===== src/rtl/sensor_measure_scheduler.sv =====
// sensor_measure_scheduler
// Keeps at most one HC-SR04 or DHT11 transaction in flight at a time. Each
// sensor has one pending request slot, and the two sensors take turns when
// both are waiting. The block holds back DHT11 starts until a minimum gap has
// passed since the last DHT11 grant. A 1 kHz tick drives a watchdog that
// aborts any transaction whose done pulse does not arrive in time.
module sensor_measure_scheduler #(
    parameter int HCSR_TIMEOUT_MS = 60,
    parameter int DHT_TIMEOUT_MS  = 30,
    parameter int DHT_MIN_GAP_MS  = 1000
) (
    input  logic       iClk,
    input  logic       iRst,
    input  logic       iTick1kHz,
    input  logic       iHcsrReq,
    input  logic       iDht11Req,
    input  logic       iHcsrDone,
    input  logic       iDht11Done,
    output logic       oHcsrStart,
    output logic       oDht11Start,
    output logic       oHcsrTimeout,
    output logic       oDht11Timeout,
    output logic       oOverrun,
    output logic       oBusy,
    output logic [1:0] oActive
);

    localparam logic [10:0] GAP_FULL     = 11'(DHT_MIN_GAP_MS);
    localparam logic [7:0]  HCSR_TO_LAST = 8'(HCSR_TIMEOUT_MS - 1);
    localparam logic [7:0]  DHT_TO_LAST  = 8'(DHT_TIMEOUT_MS - 1);

    localparam logic [1:0] ACT_NONE = 2'b00;
    localparam logic [1:0] ACT_HCSR = 2'b01;
    localparam logic [1:0] ACT_DHT  = 2'b10;

    typedef enum logic {
        ST_IDLE = 1'b0,
        ST_WAIT = 1'b1
    } state_t;

    state_t      r_state;
    state_t      w_stateNext;

    logic        r_hcsrPend;
    logic        r_dhtPend;
    logic [10:0] r_gapCnt;
    logic [7:0]  r_toCnt;
    logic        r_lastDht;     // 1 when the DHT11 owned the most recent grant
    logic [1:0]  r_active;
    logic        r_hcsrStart;
    logic        r_dhtStart;
    logic        r_hcsrTo;
    logic        r_dhtTo;
    logic        r_overrun;

    logic        w_hcsrElig;
    logic        w_dhtElig;
    logic        w_grantHcsr;
    logic        w_grantDht;
    logic        w_grant;
    logic        w_doneActive;
    logic        w_toLast;
    logic        w_toHcsr;
    logic        w_toDht;
    logic        w_release;
    logic        w_overrun;

    // The DHT11 can start only after its spacing counter has saturated
    assign w_hcsrElig = r_hcsrPend;
    assign w_dhtElig  = r_dhtPend && (r_gapCnt == GAP_FULL);
    assign w_grant    = w_grantHcsr || w_grantDht;
    assign w_release  = (r_state == ST_WAIT) && (w_stateNext == ST_IDLE);

    // A repeat request merges into the pending one. The grant cycle does not
    // count as an overrun, because the slot is being emptied at that moment.
    assign w_overrun = (iHcsrReq  && r_hcsrPend && !w_grantHcsr) ||
                       (iDht11Req && r_dhtPend  && !w_grantDht);

    // State register
    always_ff @(posedge iClk or posedge iRst) begin
        if (iRst) begin
            r_state <= ST_IDLE;
        end else begin
            r_state <= w_stateNext;
        end
    end

    // Arbitration, done and timeout decisions
    always_comb begin
        w_stateNext  = r_state;
        w_grantHcsr  = 1'b0;
        w_grantDht   = 1'b0;
        w_doneActive = 1'b0;
        w_toLast     = 1'b0;
        w_toHcsr     = 1'b0;
        w_toDht      = 1'b0;
        case (r_state)
            ST_IDLE: begin
                // On a tie, the grant goes to whichever sensor was not served last
                if (w_hcsrElig && (!w_dhtElig || r_lastDht)) begin
                    w_grantHcsr = 1'b1;
                end else if (w_dhtElig) begin
                    w_grantDht = 1'b1;
                end
                if (w_grantHcsr || w_grantDht) begin
                    w_stateNext = ST_WAIT;
                end
            end
            ST_WAIT: begin
                w_doneActive = ((r_active == ACT_HCSR) && iHcsrDone) ||
                               ((r_active == ACT_DHT)  && iDht11Done);
                w_toLast     = (r_active == ACT_DHT) ? (r_toCnt == DHT_TO_LAST)
                                                     : (r_toCnt == HCSR_TO_LAST);
                // A done arriving on the expiring tick still counts as success
                if (w_doneActive) begin
                    w_stateNext = ST_IDLE;
                end else if (iTick1kHz && w_toLast) begin
                    w_stateNext = ST_IDLE;
                    w_toHcsr    = (r_active == ACT_HCSR);
                    w_toDht     = (r_active == ACT_DHT);
                end
            end
            default: begin
                w_stateNext = ST_IDLE;
            end
        endcase
    end

    // Pending request slots: set by a request, cleared by a grant, with the request taking priority
    always_ff @(posedge iClk or posedge iRst) begin
        if (iRst) begin
            r_hcsrPend <= 1'b0;
            r_dhtPend  <= 1'b0;
        end else begin
            r_hcsrPend <= (r_hcsrPend && !w_grantHcsr) || iHcsrReq;
            r_dhtPend  <= (r_dhtPend  && !w_grantDht)  || iDht11Req;
        end
    end

    // DHT11 spacing counter: cleared on a DHT11 grant, counts ms ticks up to the gap limit
    always_ff @(posedge iClk or posedge iRst) begin
        if (iRst) begin
            r_gapCnt <= GAP_FULL;
        end else if (w_grantDht) begin
            r_gapCnt <= 11'd0;
        end else if (iTick1kHz && (r_gapCnt != GAP_FULL)) begin
            r_gapCnt <= r_gapCnt + 11'd1;
        end
    end

    // Transaction watchdog: cleared on grant, counts ms ticks while waiting
    always_ff @(posedge iClk or posedge iRst) begin
        if (iRst) begin
            r_toCnt <= 8'd0;
        end else if (w_grant) begin
            r_toCnt <= 8'd0;
        end else if ((r_state == ST_WAIT) && iTick1kHz) begin
            r_toCnt <= r_toCnt + 8'd1;
        end
    end

    // Owner of the current transaction and fairness memory
    always_ff @(posedge iClk or posedge iRst) begin
        if (iRst) begin
            r_active  <= ACT_NONE;
            r_lastDht <= 1'b1;
        end else if (w_grantHcsr) begin
            r_active  <= ACT_HCSR;
            r_lastDht <= 1'b0;
        end else if (w_grantDht) begin
            r_active  <= ACT_DHT;
            r_lastDht <= 1'b1;
        end else if (w_release) begin
            r_active  <= ACT_NONE;
        end
    end

    // Registered one-cycle pulses to the sensor cores and status consumers
    always_ff @(posedge iClk or posedge iRst) begin
        if (iRst) begin
            r_hcsrStart <= 1'b0;
            r_dhtStart  <= 1'b0;
            r_hcsrTo    <= 1'b0;
            r_dhtTo     <= 1'b0;
            r_overrun   <= 1'b0;
        end else begin
            r_hcsrStart <= w_grantHcsr;
            r_dhtStart  <= w_grantDht;
            r_hcsrTo    <= w_toHcsr;
            r_dhtTo     <= w_toDht;
            r_overrun   <= w_overrun;
        end
    end

    assign oHcsrStart    = r_hcsrStart;
    assign oDht11Start   = r_dhtStart;
    assign oHcsrTimeout  = r_hcsrTo;
    assign oDht11Timeout = r_dhtTo;
    assign oOverrun      = r_overrun;
    assign oBusy         = (r_state == ST_WAIT);
    assign oActive       = r_active;

endmodule


===== config.mk =====
export PLATFORM = sky130hd
export DESIGN_NAME = sensor_measure_scheduler
export DESIGN_NICKNAME = d
export VERILOG_FILES = /design/src/rtl/sensor_measure_scheduler.sv
export SDC_FILE = /design/constraint.sdc
export NUM_CORES = 1
export LEC_CHECK = 0
export CORE_UTILIZATION = 55
export DETAILED_ROUTE_END_ITERATION = 10
export HOLD_SLACK_MARGIN = 0.08
export PLACE_DENSITY = 0.77
export SLEW_MARGIN = 20
export SYNTH_ARGS = -nofsm -noshare
export SYNTH_HDL_FRONTEND = slang
export SYNTH_SLANG_ARGS = --single-unit

===== constraint.sdc =====
create_clock -name iClk -period 2.1 [get_ports iClk]
set_clock_uncertainty 0.1 [all_clocks]
set_input_delay 0.63 -clock iClk [delete_from_list [all_inputs] [get_ports iClk]]
set_output_delay 0.63 -clock iClk [all_outputs]
set_load 0.02 [all_outputs]

==> metrics.md, run 1 <==
| Metric | Value |
|---|---|
| Status | `finished, final reports clean` |
| CP top delay family | `buffers and inverters` |
| Post-synth top cells | `dfrtp_1, nor2_1, inv_1` |
| CP max FO | `2` |
| CORE AREA | `2730 um^2` |
| Drt first pass iters | `4` |
| Final wirelength | `2960 um` |
| Gr ovfl total | `0` |
| Clock Path Buffers | `2` |
| Clock power share | `0.183` |
| Post-synth top area cell | `dfrtp_1` |
| CP arrival | `1.29 ns` |
| Layout Utilization | `0.669` |
| Endpoint type of the worst setup path | `output port` |
| PortBufs | `14` |
| Slew headroom | `0.748` |
| Crit path launch type | `register` |
| Switching share of total power | `0.374` |
| GRT Util Overall | `0.214` |
| Gpl congestion | `0.845` |
| Internal | `1.21 mW` |
| Hold Violations, Final | `0` |
| Layout cells sized above 1 | `0.158` |
| Sequential-to-total area share from yosys stat | `0.481` |
| DRT iter0 DRCs | `33` |
| Vias in the first global route | `1153` |
| Met3 Wirelength | `116 um` |
| Hold path start | `r_gapCnt[10]$_DFFE_PP0P_` |
| F_max | `495 MHz` |
| Die width | `55.6 um` |
| Setup_tns | `0 ns` |
| Clk root buf | `clkbuf_4` |
| Slew Limit Fails | `0` |
| WP buf/inv | `1` |
| EDFF count, synth | `0` |
| Top_reg_cell synth | `dfrtp_1` |
| Syn Nets | `158` |
| CTS Sinks | `30` |
| Global-route wire length before repair | `5000 um` |
| Final Cycle Share | `0.963` |
| Hold EP | `r_gapCnt[10]$_DFFE_PP0P_` |
| Ant diodes | `0` |
| Syn_area_per_cell | `10.7 um^2` |
| DR DRC count | `0` |
| P_sw | `0.726 mW` |
| Register bit total from synthesis | `30` |
| VDD IR-drop max | `0.768 mV` |
| Hold Path Depth | `1` |
| Combinational fraction of design power | `0.358` |
| Synth top area cells | `dfrtp_1, dfstp_2, xor2_1` |
| Layout area overhead | `15.8%` |
| WL/cell | `14.6 um` |
| Hold Path Class | `register to register` |
| Setup Crit Path Kind | `register to output port` |
| Skew-Pair Late Insertion Delay | `0.33 ns` |
| TritonCTS Buffers | `5` |
| Initial Utilization | `0.578` |
| Clock-pin slew on the worst setup and hold paths | `0.09 ns` |
| Sequential share of power | `0.459` |
| RR Startpoint | `r_gapCnt[0]$_DFFE_PP0P_` |
| PwrDens | `1060 nW/um^2` |
| Crit-path max cell delay | `0.60 ns` |
| Netlist cell types | `47` |
| DRT antenna net count | `0` |
| Pin count of the biggest net entering global routing | `31` |
| CTS H-tree depth | `2` |
| Slew @ Worst Pin | `0.378 ns` |
| Slowest cell on the critical path | `clkdlybuf4s50_1` |
| Req. time, crit path | `1.37 ns` |
| Die Y | `55.6 um` |
| Setup Buffers After CTS | `0` |
| Worst flop-to-flop path endpoint | `r_dhtPend$_DFF_PP0_` |
| Synth warnings | `0` |
| Row Count | `19` |
| Via density per instance | `5.77` |
| Post-detail-place hpwl | `2120 um` |
| Internal reg-to-reg setup slack | `0.24 ns` |
| # Max-Cap Violations | `0` |
| Fin crit period | `2.02 ns` |
| Lkg Pwr | `0.828 nW` |
| Initial antenna violation count | `0` |
| Post-synthesis async set-or-reset flop share | `1.00` |
| Post-Syn Area | `1580 um^2` |
| Crit path cell chain | `clkdlybuf4s50_1` |
| Top-count cell post-synth | `dfrtp_1` |
| Synth top area share | `0.365` |
| CTS tree | `done` |
| R2R cell count | `6` |
| Metal2 WL | `1450 um` |
| Metal-1 WL | `1340 um` |
| NumNets Final | `180` |
| Power consumption | `1.94 mW` |
| RSZ-0062 raised after global routing | `false` |
| Highest routed layer | `met4` |
| Vias post-DR | `1166` |
| Die area | `3090 um^2` |
| Synthesized instance count | `148` |
| I/O pins | `15` |
| Setup-failing EPs final | `0` |
cells in the final DEF (no fill, tap or decap), drive strengths merged, types with 2 or more instances in the layout:
cell / Yosys / layout
o31ai: 2 / 2
and4: 2 / 2
xnor2: 6 / 6
or2: 2 / 2
nor2: 18 / 18
a21o: 3 / 3
dlygate4sd2: 0 / 2
a21oi: 3 / 3
nand2b: 3 / 3
dfstp: 7 / 7
inv: 9 / 9
clkbuf: 0 / 7
nand3b: 2 / 2
nor4: 2 / 2
nand3: 3 / 3
mux2i: 2 / 2
and2: 2 / 2
nand4: 10 / 10
dfrtp: 23 / 23
ha: 3 / 3
o22ai: 2 / 2
o21ai: 2 / 2
buf: 2 / 3
xor2: 8 / 8
o211ai: 2 / 2
nand2: 8 / 8
and3: 4 / 4
nand4bb: 2 / 2
nor3: 2 / 2
clkdlybuf4s50: 0 / 12
final cells by class:
cell class | count | area (um^2)
clock inverter | 1 | 5.00
inverter | 9 | 33.8
multi-input combinational | 107 | 776
fill | 225 | 906
timing repair buffer | 17 | 160
tap | 31 | 38.8
clock buffer | 7 | 55.1
sequential | 30 | 759
state kept, by name, summed over array words and instances (netlist names):
register       count
r_gapCnt          11
r_toCnt            8
oActive            2
oBusy              1
oDht11Start        1
oDht11Timeout      1
oHcsrStart         1
oHcsrTimeout       1
oOverrun           1
r_dhtPend          1
r_hcsrPend         1
r_lastDht          1
power by group through the flow:
stage / registers [mW] / clock network, mW / logic (mW)
final: 0.891 / 0.354 / 0.695
after global routing: 0.915 / 0.391 / 0.773
after CTS: 0.891 / 0.367 / 0.698
after detailed placement: 0.901 / 0 / 0.698
after global placement: 0.891 / 0 / 0.682
after floorplan: 0.904 / 0 / 0.481
timing repair:
action,in CTS,in global routing
hold buffers,0,0
setup endpoints to repair,2,0
resized for setup,2,0
through the flow:
step	cell area, um^2	setup WS (ns)	hold slack, ns	cells
after detailed placement	1770	-0.0228	0.388	194
final	1830	0.0778	0.409	202
after global placement	1770	0.0281	0.370	194
after global routing	1830	0.0412	0.423	202
after CTS	1830	0.0705	0.407	202
after floorplan	1580	0.463	0.348	148
logic make-up (layout without fill, tap and decap cells):
logic type / after synthesis / after routing / synth area share
DFF: 30 / 30 / 0.481
buffers and inverters: 11 / 34 / 0.0277
and+or+nand+nor: 66 / 66 / 0.260
adders and majority gates: 3 / 3 / 0.0238
muxes: 2 / 2 / 0.0127
AOI/OAI and AO/OA: 22 / 22 / 0.117
xor gates and xnor gates: 14 / 14 / 0.0777
worst max path at each step:
stage	startpoint	endpoint	slack [ns]	cells past startpoint
floorplan	r_gapCnt[0]$_DFFE_PP0P_	oOverrun$_DFF_PP0_	0.46	6
global placement	iTick1kHz	oActive[1]$_DFFE_PP0P_	0.03	5
detailed placement	iTick1kHz	r_toCnt[7]$_DFFE_PP0P_	-0.02	5
CTS	oBusy$_DFF_PP0_	oBusy	0.07	1
global route	oBusy$_DFF_PP0_	oBusy	0.04	1
finish	oBusy$_DFF_PP0_	oBusy	0.08	1
routing by layer:
layer,global-route usage,up-vias
met5,0,-
met4,0.104,0
met3,0.0721,7
met2,0.343,22
met1,0.259,563
li1,-,574
No activity file was read; power rests on OpenSTA's default activity.
==> inputs of run 2 (changes only) <==
- CELL_PAD_IN_SITES_DETAIL_PLACEMENT: not set -> 1
- CELL_PAD_IN_SITES_GLOBAL_PLACEMENT: not set -> 2
- CORE_UTILIZATION: 55 -> 37
- PLACE_DENSITY: 0.77 -> not set
- PLACE_DENSITY_LB_ADDON: not set -> 0.1
==> metrics.md, run 2 (synthesis results as in run 1) <==
| Metric | Value |
|---|---|
| Slew @ Worst Pin | `0.392 ns` |
| Final Cycle Share | `0.933` |
| Crit-path max cell delay | `0.60 ns` |
| VDD IR-drop max | `0.525 mV` |
| Status | `finished, final reports clean` |
| DRT antenna net count | `0` |
| Crit path cell chain | `clkdlybuf4s50_1` |
| Die width | `67.3 um` |
| CP max FO | `1` |
| Lkg Pwr | `0.854 nW` |
| Setup Crit Path Kind | `register to output port` |
| DRT iter0 DRCs | `64` |
| Vias in the first global route | `1238` |
| WP buf/inv | `1` |
| Slew Limit Fails | `0` |
| Clk root buf | `clkbuf_8` |
| DR DRC count | `0` |
| Global-route wire length before repair | `5780 um` |
| RSZ-0062 raised after global routing | `false` |
| Commonest non-fill, non-tap cell in the layout | `dfrtp_1` |
| Non-Filler Instances | `222` |
| Clock-pin slew on the worst setup and hold paths | `0.06 ns` |
| Setup slack at placement | `-0.0504 ns` |
| Fin crit period | `1.96 ns` |
| Endpoint type of the worst setup path | `output port` |
| Hold Path Class | `register to register` |
| Hold Violations, Final | `0` |
| Most frequent cells in the layout | `dfrtp_1, nor2_1, clkdlybuf4s50_1, inv_1` |
| Initial Utilization | `0.389` |
| PortBufs | `14` |
| CORE AREA | `4060 um^2` |
| F_max | `510 MHz` |
| Power consumption | `2.10 mW` |
| Slowest cell on the critical path | `clkdlybuf4s50_1` |
| Gr ovfl total | `0` |
| CTS H-tree depth | `2` |
| PnR worst setup slack | `0.141 ns` |
| Vias post-DR | `1210` |
| Skew-Pair Late Insertion Delay | `0.28 ns` |
| Row Count | `23` |
| Setup-failing EPs final | `0` |
| PwrDens | `1110 nW/um^2` |
| NumNets Final | `181` |
| WL/cell | `15.7 um` |
| Drt first pass iters | `4` |
| Die Y | `67.3 um` |
| TritonCTS Buffers | `5` |
| CP top delay family | `buffers and inverters` |
| Layout area overhead | `20.0%` |
| Die area | `4530 um^2` |
| CP arrival | `1.23 ns` |
| Gpl congestion | `0.798` |
| Slew headroom | `0.739` |
| GRT Util Overall | `0.180` |
| Req. time, crit path | `1.37 ns` |
| Initial antenna violation count | `0` |
| Largest register FFs | `11` |
| Via density per instance | `5.45` |
| Post-detail-place hpwl | `2480 um` |
| Final wirelength | `3480 um` |
| Ant diodes | `0` |
| Layout Utilization | `0.467` |
| Reg with most FFs | `r_gapCnt` |
| Cells after DPL | `214` |
| Pin count of the biggest net entering global routing | `31` |
| Clock Path Buffers | `2` |
| CTS tree | `done` |
| Setup_tns | `0 ns` |
| CTS Sinks | `30` |
| I/O pins | `15` |
| # Max-Cap Violations | `0` |
| Crit path launch type | `register` |
| Layout cells sized above 1 | `0.163` |
==> run 2: changes by cell type in the layout (fill, tap and decap cells not counted), sizes merged <==
cell          previous run  this run
buf                      3         4
dlygate4sd2              2         1
dlymetal6s2s             0         1
==> run 2: final cells by class <==
cell class / instances / area [um^2]
Inverter: 9 / 33.8
Sequential cell: 30 / 759
Tap cell: 50 / 62.6
Clock inverter: 1 / 5.00
Clock buffer: 7 / 86.3
Multi-Input combinational cell: 107 / 776
Fill cell: 459 / 2160
Timing Repair Buffer: 18 / 171
==> run 2: where the power goes <==
group | leakage [nW] | switching (mW) | internal [mW]
sequential | 0.364 | 0.173 | 0.730
clock | 0.0482 | 0.216 | 0.264
combinational | 0.442 | 0.385 | 0.332
==> run 2: final timing paths <==
| check | start | to | slack (ns) | cells after the start |
|---|---|---|---|---|
| worst max-delay path | oHcsrStart$_DFF_PP0_ | oHcsrStart | 0.14 | 1 |
| worst min-delay path | r_gapCnt[10]$_DFFE_PP0P_ | r_gapCnt[10]$_DFFE_PP0P_ | 0.39 | 1 |
| worst max register to register | r_gapCnt[0]$_DFFE_PP0P_ | r_toCnt[2]$_DFFE_PP0P_ | 0.19 | 6 |
| worst min register to register | r_gapCnt[10]$_DFFE_PP0P_ | r_gapCnt[10]$_DFFE_PP0P_ | 0.39 | 1 |
| max in group asynchronous | iRst | r_gapCnt[8]$_DFFE_PP1P_ | 0.95 | 3 |
| min in group asynchronous | iRst | oDht11Start$_DFF_PP0_ | 0.63 | 3 |
==> run 2: what timing repair did <==
action,4_1_cts,5_1_grt
endpoints found under the setup margin,1,1
resized for setup,1,1
pin swaps,0,0
setup buffers,0,0
hold buffers,0,0
==> run 2: stage by stage <==
step	hold WS, ns	cell area, um^2
3_3_place_gp	0.371	1800
3_5_place_dp	0.383	1800
6_report	0.389	1890
2_1_floorplan	0.348	1580
5_1_grt	0.409	1890
4_1_cts	0.393	1890
==> run 2: metal layers <==
layer | global-route usage | vias up | share of wire
met5 | 0 | - | 0
met4 | 0.0824 | 0 | 0.021
met3 | 0.0625 | 8 | 0.040
met2 | 0.289 | 20 | 0.51
met1 | 0.215 | 610 | 0.43
li1 | - | 572 | -
==> inputs of run 3 (changes only) <==
- ABC_AREA: not set -> 1
- CORE_MARGIN: not set -> 3
- CORE_UTILIZATION: 37 -> 33
==> metrics.md, run 3 <==
| Metric | Value |
|---|---|
| Via density per instance | `4.61` |
| Post-synth top cells | `nand2_1, inv_1, nor2_1` |
| F_max | `500 MHz` |
| Netlist cell types | `25` |
| GRT Util Overall | `0.157` |
| CTS tree | `done` |
| Pin count of the biggest net entering global routing | `31` |
| Vias in the first global route | `1541` |
| R2R cell count | `9` |
| Hold Path Class | `register to register` |
| Slew @ Worst Pin | `0.516 ns` |
| CP arrival | `1.27 ns` |
| # Max-Cap Violations | `0` |
| Final wirelength | `4130 um` |
| Internal reg-to-reg setup slack | `0.26 ns` |
| Power consumption | `2.13 mW` |
| Setup slack at placement | `-0.0573 ns` |
| TritonCTS Buffers | `5` |
| CTS Hold Bufs | `0` |
| Register bit total from synthesis | `30` |
| Setup Buffers After CTS | `0` |
| Gpl congestion | `0.793` |
| WL/cell | `13.6 um` |
| Hold Violations, Final | `0` |
| Most frequent cells in the layout | `nand2_1, inv_1, nor2_1, dfrtp_1, nand3_1` |
| Non-Filler Instances | `303` |
| Layout cells sized above 1 | `0.139` |
| Post-detail-place hpwl | `3210 um` |
| Lkg Pwr | `1.04 nW` |
| WP buf/inv | `1` |
| Synthesized instance count | `211` |
| Req. time, crit path | `1.37 ns` |
| Vias post-DR | `1398` |
| Clk root buf | `clkbuf_8` |
| Syn_area_per_cell | `7.73 um^2` |
| I/O pins | `15` |
| Slew Limit Fails | `0` |
| NumNets Final | `247` |
| Status | `finished, final reports clean` |
| Commonest non-fill, non-tap cell in the layout | `nand2_1` |
| EDFF count, synth | `0` |
| Setup Crit Path Kind | `register to output port` |
| CTS Sinks | `30` |
| Slew headroom | `0.655` |
| Slowest cell on the critical path | `clkdlybuf4s50_1` |
| Clock-pin slew on the worst setup and hold paths | `0.07 ns` |
| Syn Nets | `221` |
| Initial Utilization | `0.357` |
| Skew-Pair Late Insertion Delay | `0.28 ns` |
| Initial antenna violation count | `0` |
| DRT antenna net count | `0` |
| CORE AREA | `4560 um^2` |
| PwrDens | `1070 nW/um^2` |
| PnR worst setup slack | `0.0991 ns` |
| CP max FO | `3` |
| Endpoint type of the worst setup path | `output port` |
| Sequential-to-total area share from yosys stat | `0.466` |
| Crit path cell chain | `clkdlybuf4s50_1` |
| RSZ-0062 raised after global routing | `false` |
| RR Startpoint | `r_gapCnt[1]$_DFFE_PP0P_` |
| Layout area overhead | `21.6%` |
| Clock Path Buffers | `2` |
| Largest register FFs | `11` |
| Top_reg_cell synth | `dfrtp_1` |
| CP top delay family | `buffers and inverters` |
| Synth top area share | `0.353` |
| Critical Path End | `oActive[0]` |
| Synth warnings | `0` |
| Post-synthesis async set-or-reset flop share | `1.00` |
| PortBufs | `14` |
| Crit-path max cell delay | `0.62 ns` |
| Ant diodes | `0` |
| Die area | `5820 um^2` |
| DR DRC count | `0` |
| Drt first pass iters | `4` |
| WP depth | `1` |
| Setup_tns | `0 ns` |
| Hold_ws | `0.403 ns` |
| Cells after DPL | `295` |
| Gr ovfl total | `0` |
| Top-count cell post-synth | `nand2_1` |
| Post-Syn Area | `1630 um^2` |
| Post-synth top area cell | `dfrtp_1` |
| VDD IR-drop max | `0.357 mV` |
| CTS H-tree depth | `2` |
| Worst flop-to-flop path endpoint | `r_gapCnt[7]$_DFFE_PP1P_` |
| Global-route wire length before repair | `7290 um` |
| Post-cts resize count | `0` |
| Crit path launch type | `register` |
| Final Cycle Share | `0.953` |
| Fin crit period | `2.00 ns` |
| Die width | `76.3 um` |
| Synth top area cells | `dfrtp_1, dfstp_2, nand2_1` |
| Die Y | `76.3 um` |
| Reg with most FFs | `r_gapCnt` |
| Setup-failing EPs final | `0` |
| CP startpoint | `oActive[0]$_DFFE_PP0P_` |
| DRT iter0 DRCs | `36` |
| Row Count | `24` |
[run 3: power breakdown]
| group | leakage, nW | internal, mW | switching, mW |
|---|---|---|---|
| clock network | 0.0455 | 0.267 | 0.214 |
| logic | 0.662 | 0.282 | 0.428 |
| registers | 0.335 | 0.757 | 0.182 |
[run 3: worst min-delay path by stage]
stage               cells past startpoint                       end  slack, ns                startpoint
floorplan                               1  r_gapCnt[10]$_DFFE_PP0P_       0.36  r_gapCnt[10]$_DFFE_PP0P_
global placement                        1  r_gapCnt[10]$_DFFE_PP0P_       0.38  r_gapCnt[10]$_DFFE_PP0P_
detailed placement                      1  r_gapCnt[10]$_DFFE_PP0P_       0.39  r_gapCnt[10]$_DFFE_PP0P_
CTS                                     1  r_gapCnt[10]$_DFFE_PP0P_       0.40  r_gapCnt[10]$_DFFE_PP0P_
global route                            1  r_gapCnt[10]$_DFFE_PP0P_       0.41  r_gapCnt[10]$_DFFE_PP0P_
finish                                  1  r_gapCnt[10]$_DFFE_PP0P_       0.40  r_gapCnt[10]$_DFFE_PP0P_
[run 3: per-stage QoR]
step | cell area [um^2] | util
3_5_place_dp | 1890 | 0.414
4_1_cts | 1980 | 0.434
3_3_place_gp | 1890 | 0.414
2_1_floorplan | 1630 | -
5_1_grt | 1980 | 0.434
6_report | 1980 | 0.434
[run 3: layout make-up]
| class | instances | area, um^2 |
|---|---|---|
| Clock buffer | 8 | 90.1 |
| Fill cell | 580 | 2580 |
| Inverter | 39 | 146 |
| Multi-Input combinational cell | 142 | 724 |
| Sequential cell | 30 | 759 |
| Tap cell | 65 | 81.3 |
| Timing Repair Buffer | 19 | 180 |
[run 3: logic make-up (layout without fill, tap and decap cells)]
| logic type | after synthesis | in the layout | share of synthesized area |
|---|---|---|---|
| AO/OA/AOI/OAI | 13 | 13 | 0.0483 |
| flip-flops | 30 | 30 | 0.466 |
| adder cells (fa/ha/maj) | 3 | 3 | 0.0230 |
| AND/OR/NAND/NOR | 119 | 119 | 0.335 |
| buffers and inverters | 39 | 66 | 0.0898 |
| XOR/XNOR | 7 | 7 | 0.0376 |
[run 3: layer usage]
layer / wire, um / share of wire / global-route usage
met1: 2090 / 0.50 / 0.212
met2: 1920 / 0.47 / 0.254
met3: 97 / 0.023 / 0.0355
met4: 27 / 0.0065 / 0.0435
met5: 0 / 0 / 0
